`config.mk`:
```
export PLATFORM = sky130hd
export DESIGN_NAME = gsim_mem_arb
export DESIGN_NICKNAME = d
export VERILOG_FILES = /design/src/rtl/gsim_pkg.sv /design/src/rtl/gsim_tag_fifo.sv /design/src/rtl/gsim_mem_arb.sv
export SDC_FILE = /design/constraint.sdc
export NUM_CORES = 1
export LEC_CHECK = 0
export ABC_CLOCK_PERIOD_IN_PS = 5500
export CAP_MARGIN = 20
export CORE_AREA = 2 2 318 320
export DETAILED_ROUTE_END_ITERATION = 6
export DIE_AREA = 0 0 320 322
export SLEW_MARGIN = 20
export SYNTH_ARGS = -nofsm -noshare
export SYNTH_HDL_FRONTEND = slang
export SYNTH_SLANG_ARGS = --single-unit
export TNS_END_PERCENT = 10
```
`constraint.sdc`:
```
create_clock -name i_clk -period 5.5 [get_ports i_clk]
set_input_delay 1.65 -clock i_clk [delete_from_list [all_inputs] [get_ports i_clk]]
set_output_delay 1.65 -clock i_clk [all_outputs]
set_load 0.005 [all_outputs]
```
`src/rtl/gsim_pkg.sv`:
```
// Shared types and constants for the matrix-memory read arbiter and its tag FIFO.
package gsim_pkg;

    localparam int MEM_AW          = 10;
    localparam int MEM_DW          = 256;
    localparam int OUTSTANDING_DEF = 4;
    localparam int CNT_W           = 4;

    typedef enum logic {
        REQ_ID_0 = 1'b0,
        REQ_ID_1 = 1'b1
    } req_id_e;

endpackage

```
`src/rtl/gsim_tag_fifo.sv`:
```
// In-order FIFO of requester IDs, one entry per read accepted by memory and not yet returned.
module gsim_tag_fifo
    import gsim_pkg::*;
#(
    parameter int DEPTH = OUTSTANDING_DEF
)(
    input  logic             i_clk,
    input  logic             i_reset_n,
    input  logic             i_push,
    input  req_id_e          i_push_id,
    input  logic             i_pop,
    output req_id_e          o_pop_id,
    output logic             o_full,
    output logic             o_empty,
    output logic [CNT_W-1:0] o_count
);

    localparam int PW = $clog2(DEPTH);

    logic [DEPTH-1:0] mem_q, mem_d;
    logic [PW-1:0]    wr_ptr_q, wr_ptr_d;
    logic [PW-1:0]    rd_ptr_q, rd_ptr_d;
    logic [CNT_W-1:0] count_q, count_d;
    logic             push_ok, pop_ok;

    assign o_full   = (count_q == CNT_W'(DEPTH));
    assign o_empty  = (count_q == '0);
    assign o_count  = count_q;
    assign o_pop_id = req_id_e'(mem_q[rd_ptr_q]);
    assign push_ok  = i_push && !o_full;
    assign pop_ok   = i_pop && !o_empty;

    // Pointers are log2(DEPTH) wide, so they wrap modulo DEPTH on their own.
    always_comb begin
        mem_d    = mem_q;
        wr_ptr_d = wr_ptr_q;
        rd_ptr_d = rd_ptr_q;
        count_d  = count_q;
        if (push_ok) begin
            mem_d[wr_ptr_q] = i_push_id;
            wr_ptr_d        = wr_ptr_q + 1'b1;
        end
        if (pop_ok) begin
            rd_ptr_d = rd_ptr_q + 1'b1;
        end
        case ({push_ok, pop_ok})
            2'b10:   count_d = count_q + 1'b1;
            2'b01:   count_d = count_q - 1'b1;
            default: count_d = count_q;
        endcase
    end

    always_ff @(posedge i_clk) begin
        if (!i_reset_n) begin
            mem_q    <= '0;
            wr_ptr_q <= '0;
            rd_ptr_q <= '0;
            count_q  <= '0;
        end else begin
            mem_q    <= mem_d;
            wr_ptr_q <= wr_ptr_d;
            rd_ptr_q <= rd_ptr_d;
            count_q  <= count_d;
        end
    end

endmodule

```
`src/rtl/gsim_mem_arb.sv`:
```
// Two-requester round-robin read arbiter for the matrix memory; routes in-order
// returns back to the issuing requester one cycle after the memory presents them.
module gsim_mem_arb
    import gsim_pkg::*;
#(
    parameter int OUTSTANDING = OUTSTANDING_DEF
)(
    input  logic              i_clk,
    input  logic              i_reset_n,
    input  logic              i_req0_rreq,
    input  logic [MEM_AW-1:0] i_req0_addr,
    output logic              o_req0_rrdy,
    output logic [MEM_DW-1:0] o_req0_dout,
    output logic              o_req0_dout_vld,
    input  logic              i_req1_rreq,
    input  logic [MEM_AW-1:0] i_req1_addr,
    output logic              o_req1_rrdy,
    output logic [MEM_DW-1:0] o_req1_dout,
    output logic              o_req1_dout_vld,
    output logic              o_mem_rreq,
    output logic [MEM_AW-1:0] o_mem_addr,
    input  logic              i_mem_rrdy,
    input  logic [MEM_DW-1:0] i_mem_dout,
    input  logic              i_mem_dout_vld,
    output logic              o_busy,
    output logic [CNT_W-1:0]  o_out_cnt,
    output logic              o_err
);

    req_id_e           last_q, last_d;
    logic              err_q, err_d;
    logic              vld0_q, vld0_d, vld1_q, vld1_d;
    logic [MEM_DW-1:0] dout0_q, dout0_d, dout1_q, dout1_d;

    logic              gnt_vld;
    req_id_e           gnt_id;
    logic              accept, pop;
    logic              fifo_full, fifo_empty;
    req_id_e           pop_id;
    logic [CNT_W-1:0]  fifo_count;

    // On a tie the requester that was NOT accepted last wins; last_q only moves on accept.
    always_comb begin
        gnt_vld = i_req0_rreq || i_req1_rreq;
        gnt_id  = REQ_ID_0;
        if (i_req0_rreq && i_req1_rreq) begin
            gnt_id = (last_q == REQ_ID_0) ? REQ_ID_1 : REQ_ID_0;
        end else if (i_req1_rreq) begin
            gnt_id = REQ_ID_1;
        end
    end

    // Handshake: a read transfers on a cycle where o_mem_rreq && i_mem_rrdy; the granted
    // requester sees that same condition as its rrdy, so rreq && rrdy marks its accept.
    assign o_mem_rreq  = i_reset_n && gnt_vld && !fifo_full;
    assign o_mem_addr  = !gnt_vld ? '0 : ((gnt_id == REQ_ID_1) ? i_req1_addr : i_req0_addr);
    assign accept      = o_mem_rreq && i_mem_rrdy;
    assign o_req0_rrdy = accept && (gnt_id == REQ_ID_0);
    assign o_req1_rrdy = accept && (gnt_id == REQ_ID_1);
    assign pop         = i_mem_dout_vld && !fifo_empty;

    gsim_tag_fifo #(
        .DEPTH (OUTSTANDING)
    ) u_tag_fifo (
        .i_clk     (i_clk),
        .i_reset_n (i_reset_n),
        .i_push    (accept),
        .i_push_id (gnt_id),
        .i_pop     (pop),
        .o_pop_id  (pop_id),
        .o_full    (fifo_full),
        .o_empty   (fifo_empty),
        .o_count   (fifo_count)
    );

    always_comb begin
        last_d  = accept ? gnt_id : last_q;
        err_d   = err_q || (i_mem_dout_vld && fifo_empty);
        vld0_d  = pop && (pop_id == REQ_ID_0);
        vld1_d  = pop && (pop_id == REQ_ID_1);
        dout0_d = vld0_d ? i_mem_dout : dout0_q;
        dout1_d = vld1_d ? i_mem_dout : dout1_q;
    end

    // last_q resets to requester 1 so requester 0 wins the first tie.
    always_ff @(posedge i_clk) begin
        if (!i_reset_n) begin
            last_q  <= REQ_ID_1;
            err_q   <= 1'b0;
            vld0_q  <= 1'b0;
            vld1_q  <= 1'b0;
            dout0_q <= '0;
            dout1_q <= '0;
        end else begin
            last_q  <= last_d;
            err_q   <= err_d;
            vld0_q  <= vld0_d;
            vld1_q  <= vld1_d;
            dout0_q <= dout0_d;
            dout1_q <= dout1_d;
        end
    end

    assign o_req0_dout_vld = vld0_q;
    assign o_req1_dout_vld = vld1_q;
    assign o_req0_dout     = dout0_q;
    assign o_req1_dout     = dout1_q;
    assign o_err           = err_q;
    assign o_out_cnt       = fifo_count;
    assign o_busy          = (fifo_count != '0);

endmodule

```
==> results of run 1 <==
==> cells in the mapped netlist (all sizes together), types with 3 or more instances <==
cell | number | area, µm²
a21oi | 3 | 15.01
buf | 83 | 565.6
clkbuf | 123 | 461.7
dfxtp | 528 | 10570
ha | 7 | 87.58
inv | 5 | 18.77
mux2i | 5 | 50.05
nand2 | 295 | 1110
nand3 | 523 | 2618
nor2 | 11 | 41.29
o21ai | 517 | 2610
xor2 | 3 | 26.28
==> registers in the layout, summed over array words and instances (netlist names) <==
register             cells
o_req0_dout_vld          1
o_req0_dout            256
o_req1_dout_vld          1
last_q                   1
u_tag_fifo.mem_q         4
u_tag_fifo.rd_ptr_q      2
u_tag_fifo.wr_ptr_q      2
u_tag_fifo.o_count       4
o_req1_dout            256
o_err                    1
==> metal layers <==
layer	vias up	GRT usage, %	wire length (µm)
met2	550	21.48	33110
met1	7685	13.53	26580
li1	8723	-	-
met3	116	4.697	5796
met4	2	4.768	2371
met5	-	0	7
==> cells by family after synthesis <==
family / after synthesis / synth area share (%)
mux: 6 / 0.3954
fa+ha+maj: 7 / 0.4772
compound gates: 523 / 14.45
flops: 528 / 57.59
buf+inv: 211 / 5.700
xor+xnor: 5 / 0.2387
simple gates: 843 / 21.14
==> power by group through the flow <==
stage	registers (mW)	logic [mW]	clock network [mW]
floorplan	4.84	1.23	0
global placement	4.80	2.95	0
detailed placement	4.82	2.96	0
CTS	4.75	2.97	4.03
global route	4.81	3.19	4.18
finish	4.74	2.92	3.88
==> per-stage QoR <==
step	worst slack, ns	util (%)	instances
detailed placement	0.3300	27.49	4048
global route	0.1898	29.40	4156
global placement	0.3865	27.49	4048
CTS	0.3295	29.40	4155
finish	0.3560	29.41	4157
floorplan	1.080	-	2123
==> worst max-delay path, delay by kind of cell <==
| family | cells | cell delay [ns] |
|---|---|---|
| compound gates | 1 | 0.13 |
| buf+inv | 3 | 1.32 |
| simple gates | 2 | 0.39 |
==> worst max-delay path by stage <==
| stage | from | endpoint | depth (start not counted) |
|---|---|---|---|
| 2_1_floorplan | i_reset_n | o_req0_rrdy | 5 |
| 3_3_place_gp | i_req1_rreq | o_req1_rrdy | 6 |
| 3_5_place_dp | i_req1_rreq | o_req1_rrdy | 6 |
| 4_1_cts | i_req1_rreq | o_req1_rrdy | 6 |
| 5_1_grt | i_req1_rreq | o_req1_rrdy | 6 |
| 6_report | i_req1_rreq | o_req1_rrdy | 6 |
==> area by class of cell <==
cell class / count / area, µm²
antenna: 2 / 5.005
clock buffer: 84 / 1723
clock inverter: 23 / 180.2
fill: 10510 / 70290
inverter: 5 / 18.77
multi-input combinational: 1384 / 6750
sequential: 528 / 10570
tap: 1298 / 1624
timing repair buffer: 833 / 8408
==> metrics.csv, run 1 <==
stage,metric,value,unit
clock_tree,clock_latency,0.62,ns
global_route,grt_pass1_vias,15960,
sta,fin_skew,0.01678,ns
power_and_ir_drop,power.share.sequential,41.1,%
finish,final_cell_mix,"clkdlybuf4s50_1 (813), dfxtp_1 (528), nand3_1 (523)",
placement,routabilityCongestion,0.7868,
power_and_ir_drop,swShare,29.21,%
setup_path,crit_path_cell_trace,"clkdlybuf4s50_1, o21ai_0, nor3b_1, inv_1, nor2_1, clkdlybuf4s50_1",
placement,place_area,27370,µm²
setup_path,cp_common_cell,clkdlybuf4s50_1,
setup_path,worstRegToRegCells,10,
clock_tree,clockBufferDepth,3,
logic_synthesis,syn_area,18350,µm²
floorplan,die_area,103000,µm²
finish,layout_commonest_cell,clkdlybuf4s50_1,
global_route,grt_pass1_wl,98740,µm
status,status,finished clean,
setup_path,arrival,3.49,ns
sta,fin_tns_setup,0,ns
power_and_ir_drop,power.switching,3.369,mW
sta,period_share,93.53,%
placement,portBuffers,814,
logic_synthesis,synth_cells,2123,
routing,ant_nets,0,
setup_path,timing.rr.start,u_tag_fifo.o_count[2]$_SDFFE_PN0P_,
clock_tree,cts_setup_buffers,0,
sta,finalHoldViolations,0,
logic_synthesis,synthArstFlopShare,0,%
clock_tree,clk_pin_slew,0.06,ns
clock_tree,cts_buffers,60,
min_path,worstHoldPathCells,2,
sta,slew_violations,0,
clock_tree,ctsHoldBuffers,0,
logic_synthesis,ys_seq_elements,528,
setup_path,crit_slowest_cell,clkdlybuf4s50_1,
logic_synthesis,ys.flop_type,dfxtp_1,
clock_tree,htreeDepth,2,
setup_path,reg2reg_to,u_tag_fifo.o_count[2]$_SDFFE_PN0P_,
finish,synthToLayoutAreaGrowth,59.54,%
global_route,grt_use_total,12.34,%
setup_path,critPathCaptureType,output port,
routing,drt-total-wl,67860,µm
floorplan,die_h,322,µm
power_and_ir_drop,power,11.54,mW
placement,hpwl,48850,µm
sta,holdWs,0.4522,ns
routing,drc,0,
sta,setup_viol_count_final,0,
logic_synthesis,seq_area_frac_synth,57.59,%
min_path,hp-start,o_req0_dout[79]$_SDFFE_PN0P_,
logic_synthesis,avgSynthCellArea,8.645,µm²
floorplan,die-width,320,µm
finish,layout-drive-gt1-share,4.340,%
logic_synthesis,ys_types,37,
setup_path,critPathLaunchType,primary input,
global_route,grt-ovfl-total,0,
routing,via_per_inst,4.108,
min_path,hp-class,register to register,
logic_synthesis,ys_warn_count,0,
floorplan,rows,116,
sta,max_freq,0.1944,GHz
power_and_ir_drop,pwr-share-comb,25.3,%
finish,finalInstanceArea,29280,µm²
routing,dr.pass1.iters,4,
routing,drt-wirelength-per-cell,16.32,µm
global_route,grt_max_degree,216,
sta,rsz0062_at_grt,no,
setup_path,required,3.85,ns
setup_path,reg2reg_slack,2.70,ns
logic_synthesis,syn-num-nets,2412,
global_route,antenna_found_initial,2,
clock_tree,cts_tree,yes,
sta,relSlewSlack,30.39,%
power_and_ir_drop,leakage,10.19,nW
logic_synthesis,synth_edf_count,0,
floorplan,io-pin-count,815,
routing,num_vias,17080,
power_and_ir_drop,clkPwrFrac,33.6,%
min_path,hold_end,o_req0_dout[79]$_SDFFE_PN0P_,
clock_tree,clock-sinks,528,
setup_path,max_stage_delay,0.59,ns
routing,drt_iter0_markers,935,
power_and_ir_drop,p_per_area,394.0,nW/µm²
setup_path,criticalPathCategory,primary input to output port,
setup_path,crit_fanout,6,
clock_tree,cts_resized,0,
floorplan,start_util,18.43,%
power_and_ir_drop,p_int,8.167,mW
finish,nNetsFinal,3101,
floorplan,core,99570,µm²
sta,tightest_slew,1.044,ns
power_and_ir_drop,ir_drop,0.3496,mV
clock_tree,root_buffer,clkbuf_16,
flow_run,cap_violations,0,
sta,period_needed,5.144,ns
Note: power is estimated with default switching activity, not from simulation.
==> run 2: changes to the inputs <==
--- a/config.mk
+++ b/config.mk
@@ -10,6 +10,7 @@
 export CORE_AREA = 2 2 318 320
 export DETAILED_ROUTE_END_ITERATION = 6
 export DIE_AREA = 0 0 320 322
+export RECOVER_POWER = 100
 export SLEW_MARGIN = 20
 export SYNTH_ARGS = -nofsm -noshare
 export SYNTH_HDL_FRONTEND = slang
==> metrics.csv, run 2 (synthesis results as in run 1) <==
stage,metric,value,unit
sta,finalHoldViolations,0,
clock_tree,cts_setup_buffers,0,
sta,fin_skew,0.02056,ns
routing,drc,0,
finish,synthToLayoutAreaGrowth,58.94,%
placement,pre_cts_ws,0.3300,ns
min_path,worstHoldPathCells,2,
sta,fin_tns_setup,0,ns
sta,fin_ws,0.2823,ns
sta,period_needed,5.218,ns
global_route,grt_max_degree,216,
floorplan,die-width,320,µm
setup_path,required,3.85,ns
routing,drt-wirelength-per-cell,16.29,µm
clock_tree,cts_resized,0,
clock_tree,cts_tree,yes,
sta,period_share,94.87,%
clock_tree,root_buffer,clkbuf_16,
setup_path,criticalPathCategory,primary input to output port,
power_and_ir_drop,p_per_area,383.0,nW/µm²
finish,nNetsFinal,3101,
finish,fin_cells,4159,
setup_path,timing.rr.start,u_tag_fifo.o_count[0]$_SDFFE_PN0P_,
sta,tightest_slew,3.285,ns
setup_path,reg2reg_to,o_req1_dout[178]$_SDFFE_PN0P_,
routing,ant_nets,0,
routing,num_vias,17110,
clock_tree,clock-sinks,528,
floorplan,rows,116,
min_path,hp-class,register to register,
placement,routabilityCongestion,0.7868,
floorplan,die_h,322,µm
global_route,grt_use_total,12.34,%
finish,layout_commonest_cell,dlygate4sd3_1,
global_route,grt_pass1_vias,15960,
clock_tree,clock_latency,0.63,ns
sta,rsz0062_at_grt,no,
global_route,antenna_found_initial,5,
finish,final_cell_mix,"dlygate4sd3_1 (534), dfxtp_1 (528), nand3_1 (523)",
setup_path,reg2reg_slack,1.46,ns
status,status,finished with violations,
placement,numPlacedInstances,4048,
clock_tree,htreeDepth,2,
floorplan,start_util,18.43,%
clock_tree,clockBufferDepth,3,
routing,via_per_inst,4.114,
clock_tree,ctsHoldBuffers,0,
sta,max_freq,0.1917,GHz
setup_path,critPathLaunchType,primary input,
min_path,hold_end,o_req0_dout[25]$_SDFFE_PN0P_,
status,violations,"max-capacitance violations, max-slew violations",
setup_path,worstRegToRegCells,5,
sta,relSlewSlack,-119.0,%
setup_path,arrival,3.57,ns
clock_tree,clk_pin_slew,0.06,ns
routing,drt-total-wl,67760,µm
placement,portBuffers,814,
finish,final_util,29.30,%
placement,place_area,27370,µm²
routing,drt_iter0_markers,961,
power_and_ir_drop,ir_drop,0.3462,mV
finish,finalInstanceArea,29170,µm²
clock_tree,cts_buffers,60,
floorplan,core,99570,µm²
power_and_ir_drop,leakage,11.96,nW
setup_path,crit_fanout,6,
finish,layout-drive-gt1-share,3.955,%
routing,dr.pass1.iters,4,
flow_run,cap_violations,3,
setup_path,critPathCaptureType,output port,
min_path,hp-start,o_req0_dout[25]$_SDFFE_PN0P_,
sta,setup_viol_count_final,0,
global_route,grt_pass1_wl,98740,µm
floorplan,io-pin-count,815,
placement,hpwl,48850,µm
global_route,grt-ovfl-total,0,
floorplan,die_area,103000,µm²
sta,slew_violations,462,
-- run 2: changes by cell type in the layout (fill, tap and decap cells not counted), sizes merged --
cell           previous run  this run
clkdlybuf4s50           813       279
buf                      20        13
dlygate4sd3               0       534
diode                     2         4
clkbuf                   84        91
-- run 2: report_power, final --
group | switching (mW) | internal, mW
Sequential | 0.293 | 4.42
Combinational | 1.38 | 1.20
Clock | 1.61 | 2.26
Total | 3.29 | 7.88
-- run 2: worst max path at each step --
| stage | startpoint | endpoint | slack (ns) | depth (start not counted) |
|---|---|---|---|---|
| global route | i_mem_dout_vld | o_req1_dout[66]$_SDFFE_PN0P_ | 0.11 | 6 |
| detailed placement | i_req1_rreq | o_req1_rrdy | 0.33 | 6 |
| CTS | i_req1_rreq | o_req1_rrdy | 0.33 | 6 |
| finish | i_req1_rreq | o_req1_rrdy | 0.28 | 6 |
| global placement | i_req1_rreq | o_req1_rrdy | 0.39 | 6 |
| floorplan | i_reset_n | o_req0_rrdy | 1.08 | 5 |
-- run 2: layout make-up --
type                            count  area, µm²
Sequential cell                   528      10570
Inverter                            5      18.77
Clock buffer                       84       1723
Antenna cell                        4      10.01
Multi-Input combinational cell   1384       6708
Clock inverter                     23      180.2
Fill cell                       10540      70400
Tap cell                         1298       1624
Timing Repair Buffer              833       8337
-- run 2: through the flow --
stage	hold slack, ns	power (mW)
3_3_place_gp	0.4430	7.750
2_1_floorplan	0.4353	6.072
3_5_place_dp	0.4484	7.782
6_report	0.4571	11.17
4_1_cts	0.4572	11.75
5_1_grt	0.4728	11.82
-- run 2: critical path, cell delays in order --
cell and delay (ns):
dlygate4sd3_1 0.60, o21ai_0 0.14, nor3b_1 0.26, inv_1 0.20
nor2_1 0.13, clkdlybuf4s50_1 0.59
-- run 2: per-layer routing --
metal / GRT usage, % / routed length, µm / part of all wire, %
met2: 21.48 / 33170 / 49
met1: 13.53 / 26420 / 39
met3: 4.697 / 5798 / 8.6
met5: 0 / 31 / 0.046
met4: 4.768 / 2341 / 3.5
==> run 3: changes to the inputs <==
--- a/config.mk
+++ b/config.mk
@@ -11,7 +11,7 @@
 export DETAILED_ROUTE_END_ITERATION = 6
 export DIE_AREA = 0 0 320 322
 export RECOVER_POWER = 100
-export SLEW_MARGIN = 20
+export SLEW_MARGIN = 10
 export SYNTH_ARGS = -nofsm -noshare
 export SYNTH_HDL_FRONTEND = slang
 export SYNTH_SLANG_ARGS = --single-unit
==> results of run 3 <==
Final layout, timing and power as in run 2 (identical DEF).
